File: src/rtl/issue_scheduler.sv
// issue_scheduler: dual-issue scheduler with latency scoreboard and divider tracking.
// Picks 0/1/2 of the two oldest buffered instructions each cycle, strictly in order.
module issue_scheduler #(
  parameter int LAT_LOAD = 2,
  parameter int LAT_MUL  = 3,
  parameter int CNT_W    = 2
) (
  input  logic       clk,
  input  logic       rst,
  input  logic       i_flush,
  input  logic       i_stall,
  input  logic [1:0] i_is_valid,
  input  logic [4:0] i_a_rs1,
  input  logic [4:0] i_a_rs2,
  input  logic [4:0] i_a_rd,
  input  logic       i_a_we,
  input  logic [1:0] i_a_type,
  input  logic [4:0] i_b_rs1,
  input  logic [4:0] i_b_rs2,
  input  logic [4:0] i_b_rd,
  input  logic       i_b_we,
  input  logic [1:0] i_b_type,
  input  logic       i_div_done,
  output logic [1:0] o_usingNUM,
  output logic [1:0] o_issue_valid,
  output logic       o_div_start,
  output logic       o_div_busy
);
  typedef enum logic {DIV_IDLE, DIV_BUSY} div_state_e;
  localparam logic [1:0] T_ALU = 2'd0, T_MEM = 2'd1, T_MUL = 2'd2, T_DIV = 2'd3;

  div_state_e       state_q, state_d;
  logic [4:0]       div_rd_q, div_rd_d;
  logic [CNT_W-1:0] cnt_q [32];
  logic [CNT_W-1:0] cnt_d [32];
  logic [1:0]       issue_valid_q;
  logic             div_start_q;
  logic [31:0]      busy;
  logic             div_blk, a_ok, b_ok, raw_ab, issue_a, issue_b, a_div, b_div, div_issue;

  function automatic logic [CNT_W-1:0] lat(input logic [1:0] t);
    return t == T_MEM ? CNT_W'(LAT_LOAD) : CNT_W'(LAT_MUL);
  endfunction

  always_comb begin
    busy = '0;
    for (int r = 1; r < 32; r++)
      busy[r] = cnt_q[r] != '0 || (state_q == DIV_BUSY && div_rd_q == 5'(r));
  end

  // a DIV may enter in the very cycle the previous one writes back
  assign div_blk = state_q == DIV_BUSY && !i_div_done;
  assign a_ok = !busy[i_a_rs1] && !busy[i_a_rs2] && !(i_a_we && busy[i_a_rd])
                && !(i_a_type == T_DIV && div_blk);
  assign b_ok = !busy[i_b_rs1] && !busy[i_b_rs2] && !(i_b_we && busy[i_b_rd])
                && !(i_b_type == T_DIV && div_blk);
  assign raw_ab = i_a_we && i_a_rd != '0 && (i_a_rd == i_b_rs1 || i_a_rd == i_b_rs2)
                  && i_a_type != T_ALU;
  assign issue_a = i_is_valid[1] && !i_stall && !i_flush && a_ok;
  assign issue_b = issue_a && i_is_valid[0] && b_ok && !raw_ab
                   && !(i_a_type == T_MEM && i_b_type == T_MEM)
                   && !(i_a_type[1] && i_b_type[1]);
  assign o_usingNUM = {issue_a && issue_b, issue_a ^ issue_b};
  assign a_div = issue_a && i_a_type == T_DIV;
  assign b_div = issue_b && i_b_type == T_DIV;
  assign div_issue = a_div || b_div;

  always_comb begin
    for (int r = 0; r < 32; r++)
      cnt_d[r] = i_flush ? '0 : cnt_q[r] != '0 ? cnt_q[r] - 1'b1 : '0;
    if (issue_a && i_a_we && i_a_rd != '0 && (i_a_type == T_MEM || i_a_type == T_MUL))
      cnt_d[i_a_rd] = lat(i_a_type);
    // slot B applied last so its latency wins on a shared rd
    if (issue_b && i_b_we && i_b_rd != '0 && (i_b_type == T_MEM || i_b_type == T_MUL))
      cnt_d[i_b_rd] = lat(i_b_type);
  end

  always_comb begin
    state_d  = i_flush ? DIV_IDLE : div_issue ? DIV_BUSY : i_div_done ? DIV_IDLE : state_q;
    div_rd_d = !div_issue ? div_rd_q
             : a_div ? (i_a_we ? i_a_rd : 5'd0) : (i_b_we ? i_b_rd : 5'd0);
  end

  always_ff @(posedge clk) begin
    if (rst) begin
      state_q       <= DIV_IDLE;
      div_rd_q      <= '0;
      issue_valid_q <= '0;
      div_start_q   <= 1'b0;
      for (int r = 0; r < 32; r++) cnt_q[r] <= '0;
    end else begin
      state_q       <= state_d;
      div_rd_q      <= div_rd_d;
      issue_valid_q <= {issue_a, issue_b};
      div_start_q   <= div_issue;
      for (int r = 0; r < 32; r++) cnt_q[r] <= cnt_d[r];
    end
  end

  assign o_issue_valid = issue_valid_q;
  assign o_div_start   = div_start_q;
  assign o_div_busy    = state_q == DIV_BUSY;
endmodule

File: config.mk
export PLATFORM = sky130hd
export DESIGN_NAME = issue_scheduler
export DESIGN_NICKNAME = d
export VERILOG_FILES = /design/src/rtl/issue_scheduler.sv
export SDC_FILE = /design/constraint.sdc
export NUM_CORES = 1
export LEC_CHECK = 0
export BUFFER_PORTS_ARGS = -buffer_cell sky130_fd_sc_hd__buf_2
export CORE_ASPECT_RATIO = 1.25
export CORE_MARGIN = 2
export CORE_UTILIZATION = 40
export DETAILED_ROUTE_END_ITERATION = 10
export PLACE_DENSITY = 0.54
export SLEW_MARGIN = 15
export SYNTH_ARGS = -nofsm -noshare
export SYNTH_HDL_FRONTEND = slang
export SYNTH_SLANG_ARGS = --single-unit
File: constraint.sdc
create_clock -name clk -period 8.3 [get_ports clk]
set_clock_uncertainty 0.15 [all_clocks]
set_input_delay 1.66 -clock clk [delete_from_list [all_inputs] [get_ports clk]]
set_output_delay 1.66 -clock clk [all_outputs]
set_load 0.02 [all_outputs]
# Yosys cells after proc, flatten, opt, wreduce, memory -nomap -nowiden
# Memory sizes are Yosys's and may differ from the RTL's.
# Index checks and enable logic that the tools add are counted.
# op_classes
muxes	126
n_lt_le_gt_ge	10
n_shift	0
reduce_logical	152
n_mul	0
n_addsub	32
n_eq_ne	39
n_bitwise	35
div	0
# ops
operator	n
2-bit two-way mux	98
64-bit bitwise mux	2
64-bit two-way mux	2
5-bit equality test (second input constant)	16
2-bit nonzero test	34
1-bit logical AND	66
2-bit by 1-bit subtractor with 2-bit output (second input constant)	32
5-bit by 4-bit equality test with 1-bit output (second input constant)	8
5-bit by 6-bit less-than comparator with 1-bit output (second input constant)	6
1-bit logical OR	35
1-bit OR	32
1-bit binary-select mux with 5-bit select	6
2-bit demux with 5-bit select	2
5-bit by 3-bit equality test with 1-bit output (second input constant)	4
5-bit two-way mux	3
1-bit logical NOT	14
1-bit two-way mux	13
6-bit greater-or-equal comparator (second input constant)	2
6-bit by 1-bit less-than comparator with 1-bit output (second input constant)	2
5-bit NOT with 6-bit output	2
5-bit by 2-bit equality test with 1-bit output (second input constant)	2
5-bit equality test	2
5-bit nonzero test	2
2-bit equality test (second input constant)	4
other kinds (4)	5
# word_totals
latch_bits	0
mem_bits_rw	64
mem_count	1
elab_cells	399
inputBits	43
rom_bits	0
regBits	9
output_inout_bits	6
# memory_table
memory	depth	word_bits	read_ports	rd_ports_with_merged_regs	wr	line_no	source
cnt_q	32	2	32	0	32	34	logic [CNT_W-1:0] cnt_q [32];

# Longest topological paths before layout
# depth
word_depth	20
mapped_depth	14

# Worst setup path before layout
# OpenSTA, ideal clock, no wires.
# synth_timing
path_type	in2out
start	in i_a_rs2[1]
end	out o_usingNUM[0]
setup_slack_ns	2.491
cell_stages	10
arrival_ns	3.999
n_path_buf	3
required_ns	6.490
path_cell_list	buf_2 -> inv_1 -> mux4_2 -> o211a_1 -> nor4_2 -> o221ai_2 -> buf_6 -> nor3_2 -> buf_4 -> ha_1
# synth_via
elab_chain_cells	13
# synth_lines
element	line_no	source
from (decl)	14	input logic [4:0] i_a_rs2,
1-bit binary-select mux with 5-bit select *	53	assign a_ok = !busy[i_a_rs1] && !busy[i_a_rs2] && !(i_a_we && busy[i_a_rd])
1-bit two-way mux (not written as such) *	53	
1-bit logical NOT *	53	
1-bit logical AND * (2 in a row)	53	
1-bit logical AND *	54	&& !(i_a_type == T_DIV && div_blk);
1-bit logical AND *	59	assign issue_a = i_is_valid[1] && !i_stall && !i_flush && a_ok;
1-bit logical AND (3 in a row)	60	assign issue_b = issue_a && i_is_valid[0] && b_ok && !raw_ab
1-bit logical AND	61	&& !(i_a_type == T_MEM && i_b_type == T_MEM)
1-bit logical AND	62	&& !(i_a_type[1] && i_b_type[1]);
1-bit XOR *	63	assign o_usingNUM = {issue_a && issue_b, issue_a ^ issue_b};
to (decl)	24	output logic [1:0] o_usingNUM,
# Every way passes the cells marked *; elsewhere a longest branch is shown, timed or not. The select of a mux whose other input is x is not followed.

# Worst setup path in the final report
# layout_timing
start	in i_a_rd[2]
end	out o_usingNUM[0]
# layout_via
elab_chain_cells	13
word_cells_on_any_way	21
classes_between	eq/ne: 2; mux: 2; bitwise: 1; reduce/logical: 16
# layout_lines
element	line_no	source
from (decl)	15	input logic [4:0] i_a_rd,
1-bit binary-select mux with 5-bit select	53	
1-bit two-way mux (not written as such)	53	
1-bit logical AND	53	
1-bit logical NOT	53	
1-bit logical AND	53	
1-bit logical AND	54	
1-bit logical AND	59	
1-bit logical AND (3 in a row)	60	
1-bit logical AND	61	
1-bit logical AND	62	
1-bit XOR *	63	
# Marks and branches as above.

==> results.json <==
{
  "min_path_type": "reg -> reg",
  "fin_ws_ps": 1520,
  "ioPinCount": 49,
  "post-dp-hpwl_mm": 22.9,
  "routed-via-count": 7857,
  "reg2regPathDepth": 10,
  "multi_input_area_um2": 4630,
  "die-width_um": 119,
  "synth_edf_count": 0,
  "antenna_found_initial": 0,
  "async_reset_ff_share_pct": 0,
  "finalCriticalPeriod_ps": 6780,
  "core_um2": 16100,
  "status": "finished clean",
  "ir_drop_v": 0.000119,
  "slew_violations": 0,
  "grt-ovfl-total": 0,
  "cp.required_ps": 6490,
  "syn2layout_area_growth_pct": 9.28,
  "worstPathArrival_ps": 4970,
  "wl_per_cell_um": 29.1,
  "path_buf_inv": 4,
  "leakage_nw": 2.26,
  "regToRegStartpoint": "div_rd_q[1]",
  "final_cell_mix": "nor2_1, nand3_1, dfxtp_1",
  "pre_cts_slack_ps": 1680,
  "ys.flop_type": "dfxtp_1",
  "grt.total_usage_pct": 36.2,
  "end_kind": "output port",
  "slew_headroom_pct": 14.8,
  "wirelength_mm": 32.4,
  "vias_per_cell": 7.07,
  "cts.sinks": 71,
  "place.gp.congestion": 1.07,
  "post-cts-setup-buffer-count": 0,
  "grt_pass1_wl_mm": 47.4,
  "fillCellCount": 1746,
  "ys_types": 69,
  "initial_utilization_pct": 40.7,
  "finalSetupViolCount": 0,
  "cts-buffers-inserted": 9,
  "grt_pass1_vias": 7246,
  "ys_seq_area_share_pct": 21.6,
  "slowest_stage": "nor3_1",
  "path_delay_family": "simple AND/OR/NAND/NOR gates",
  "grt_max_degree": 58,
  "rows": 52,
  "syn_nets": 949,
  "layout-drive-gt1-share_pct": 13.2,
  "hold_path_depth": 2,
  "crit_fanout": 16,
  "finalSetupTns_ps": 0,
  "ff_latch_area_um2": 1420,
  "clkLatencyLatePin_ps": 340,
  "clkTransAtPathRegs_ps": 60,
  "p_per_area_nw_per_um2": 130,
  "ys_ff_latch": 71,
  "tritoncts": "yes",
  "synth_cells": 900,
  "ys_warn_count": 0,
  "min_to": "cnt_q[1][5]",
  "syn_area_um2": 6570,
  "final_common_cell": "nor2_1",
  "worstHoldStart": "cnt_q[1][5]",
  "fmax_ghz": 0.147,
  "dr.first_iter.drc_count": 999,
  "ctsHtreeMaxLevel": 3,
  "worst_pin_slew_ps": 1270,
  "grt_setup_unrepaired": "false",
  "rrSetupSlack_ps": 3050,
  "fin_crit_sh_pct": 81.7,
  "cp-start-kind": "input port",
  "n_antenna_cell": 0,
  "clk_path_buf_depth": 2,
  "path_cells": "buf_2 -> clkinv_1 -> nor3_1 -> nand2b_1 -> nand4_1 -> o221ai_2 -> buf_4 -> nor3_2 -> ha_1 -> buf_2",
  "die_h_um": 147,
  "cts-root-buf": "clkbuf_16",
  "first_pass_iters": 5,
  "maxCapViolations": 0,
  "crit_top_cell": "buf_2",
  "crit_type": "in -> out",
  "finalPower_w": 0.000930,
  "cts_resized": 0,
  "die_area_um2": 17500,
  "cp_slowest_stage_delay_ps": 900,
  "fin_nets": 940,
  "final_hold_viol_count": 0,
  "final_antenna_net_count": 0,
  "drcViolationCount": 0,
  "avgSynthCellArea_um2": 7.30,
  "r2r_end": "cnt_q[1][24]",
  "portBuffers": 48,
  "holdBufCountCts": 0
}
## cell families (layout without fill, tap and decap cells)
kind of cell             count (synthesis)  in the layout  synth area share, %
XOR/XNOR                                12             12                 1.60
AO/OA/AOI/OAI                          320            320                 34.4
AND/OR/NAND/NOR                        345            345                 28.1
buffers and inverters                  123            118                 8.23
flip-flops                              71             71                 21.6
multiplexers                            23             23                 4.84
adder cells (fa/ha/maj)                  6              6                 1.14
## per-stage QoR
stage	std cells	util (%)	cell area, um2	hold slack, ps
2_1_floorplan	900	-	6570	304
3_3_place_gp	1096	42.4	6840	314
3_5_place_dp	1096	42.5	6850	322
4_1_cts	1111	44.4	7170	331
5_1_grt	1111	44.5	7180	361
6_report	1111	44.5	7180	331
## how the worst max path moves through the flow
stage,cells after the start,start,endpoint
global placement,10,i_a_rd[2],o_usingNUM[0]
detailed placement,10,i_a_rd[2],o_usingNUM[0]
CTS,10,i_a_rd[2],o_usingNUM[0]
finish,10,i_a_rd[2],o_usingNUM[0]
floorplan,10,i_a_rs2[1],o_usingNUM[0]
global route,10,i_a_rd[2],o_usingNUM[0]
## where the power goes
group	switching, W	internal, W	leakage [nW]
registers	0.000000492	0.000341	0.572
logic	0.000116	0.0000464	1.53
clock network	0.000156	0.000270	0.159
## sequential cells by signal, indices dropped and copies added, names as in the netlist
| register | flops |
|---|---|
| o_div_busy | 1 |
| o_div_start | 1 |
| cnt_q | 62 |
| o_issue_valid | 2 |
| div_rd_q | 5 |
## synth_stat cells (all sizes together), types with 4 or more instances
master   count  area, um2
ha           6       75.1
a31oi       20        125
o21ai       73        365
mux2i       16        160
nor4        16        158
a221oi      12        149
nand3       72        360
a21oi       48        240
o221ai       6       58.8
a32oi       21        184
and2         5       31.3
nand4b       4       35.0
a22oi       15        113
nand4       17        106
mux4         7        158
a2111o       5       56.3
buf         25        173
dfxtp       71       1420
nor2b        7       43.8
nand2       66        248
nor3b       21        158
nor3        15       91.3
o22ai        5       31.3
nand2b      10       62.6
a211oi      15        123
inv         29        109
o2111ai     26        228
o211ai      52        390
xnor2       10       87.6
nor2        85        319
clkbuf      66        248
and4        10       87.6
## final cells by class
type / count / share of cell area [%]
clock buffer: 10 / 3.33
multi-input combinational: 706 / 64.5
clock inverter: 5 / 1.15
timing repair buffer: 71 / 5.75
sequential: 71 / 19.8
inverter: 32 / 1.67
tap: 216 / 3.77
## layer usage
layer  vias to the layer above  GRT usage, %  part of all wire (%)
met5                         -             0                     0
met4                         0          19.5                   5.8
met3                       105          5.71                   8.8
met2                       488          60.2                    47
met1                      3790          44.9                    38
li1                       3474             -                     -
## tightest hold or removal path, cell delays in order, from the launching register on
cell     delay [ps]
dfxtp_1         320
nand3_1          60
o21ai_1          50
(Power assumes the default switching activity.)
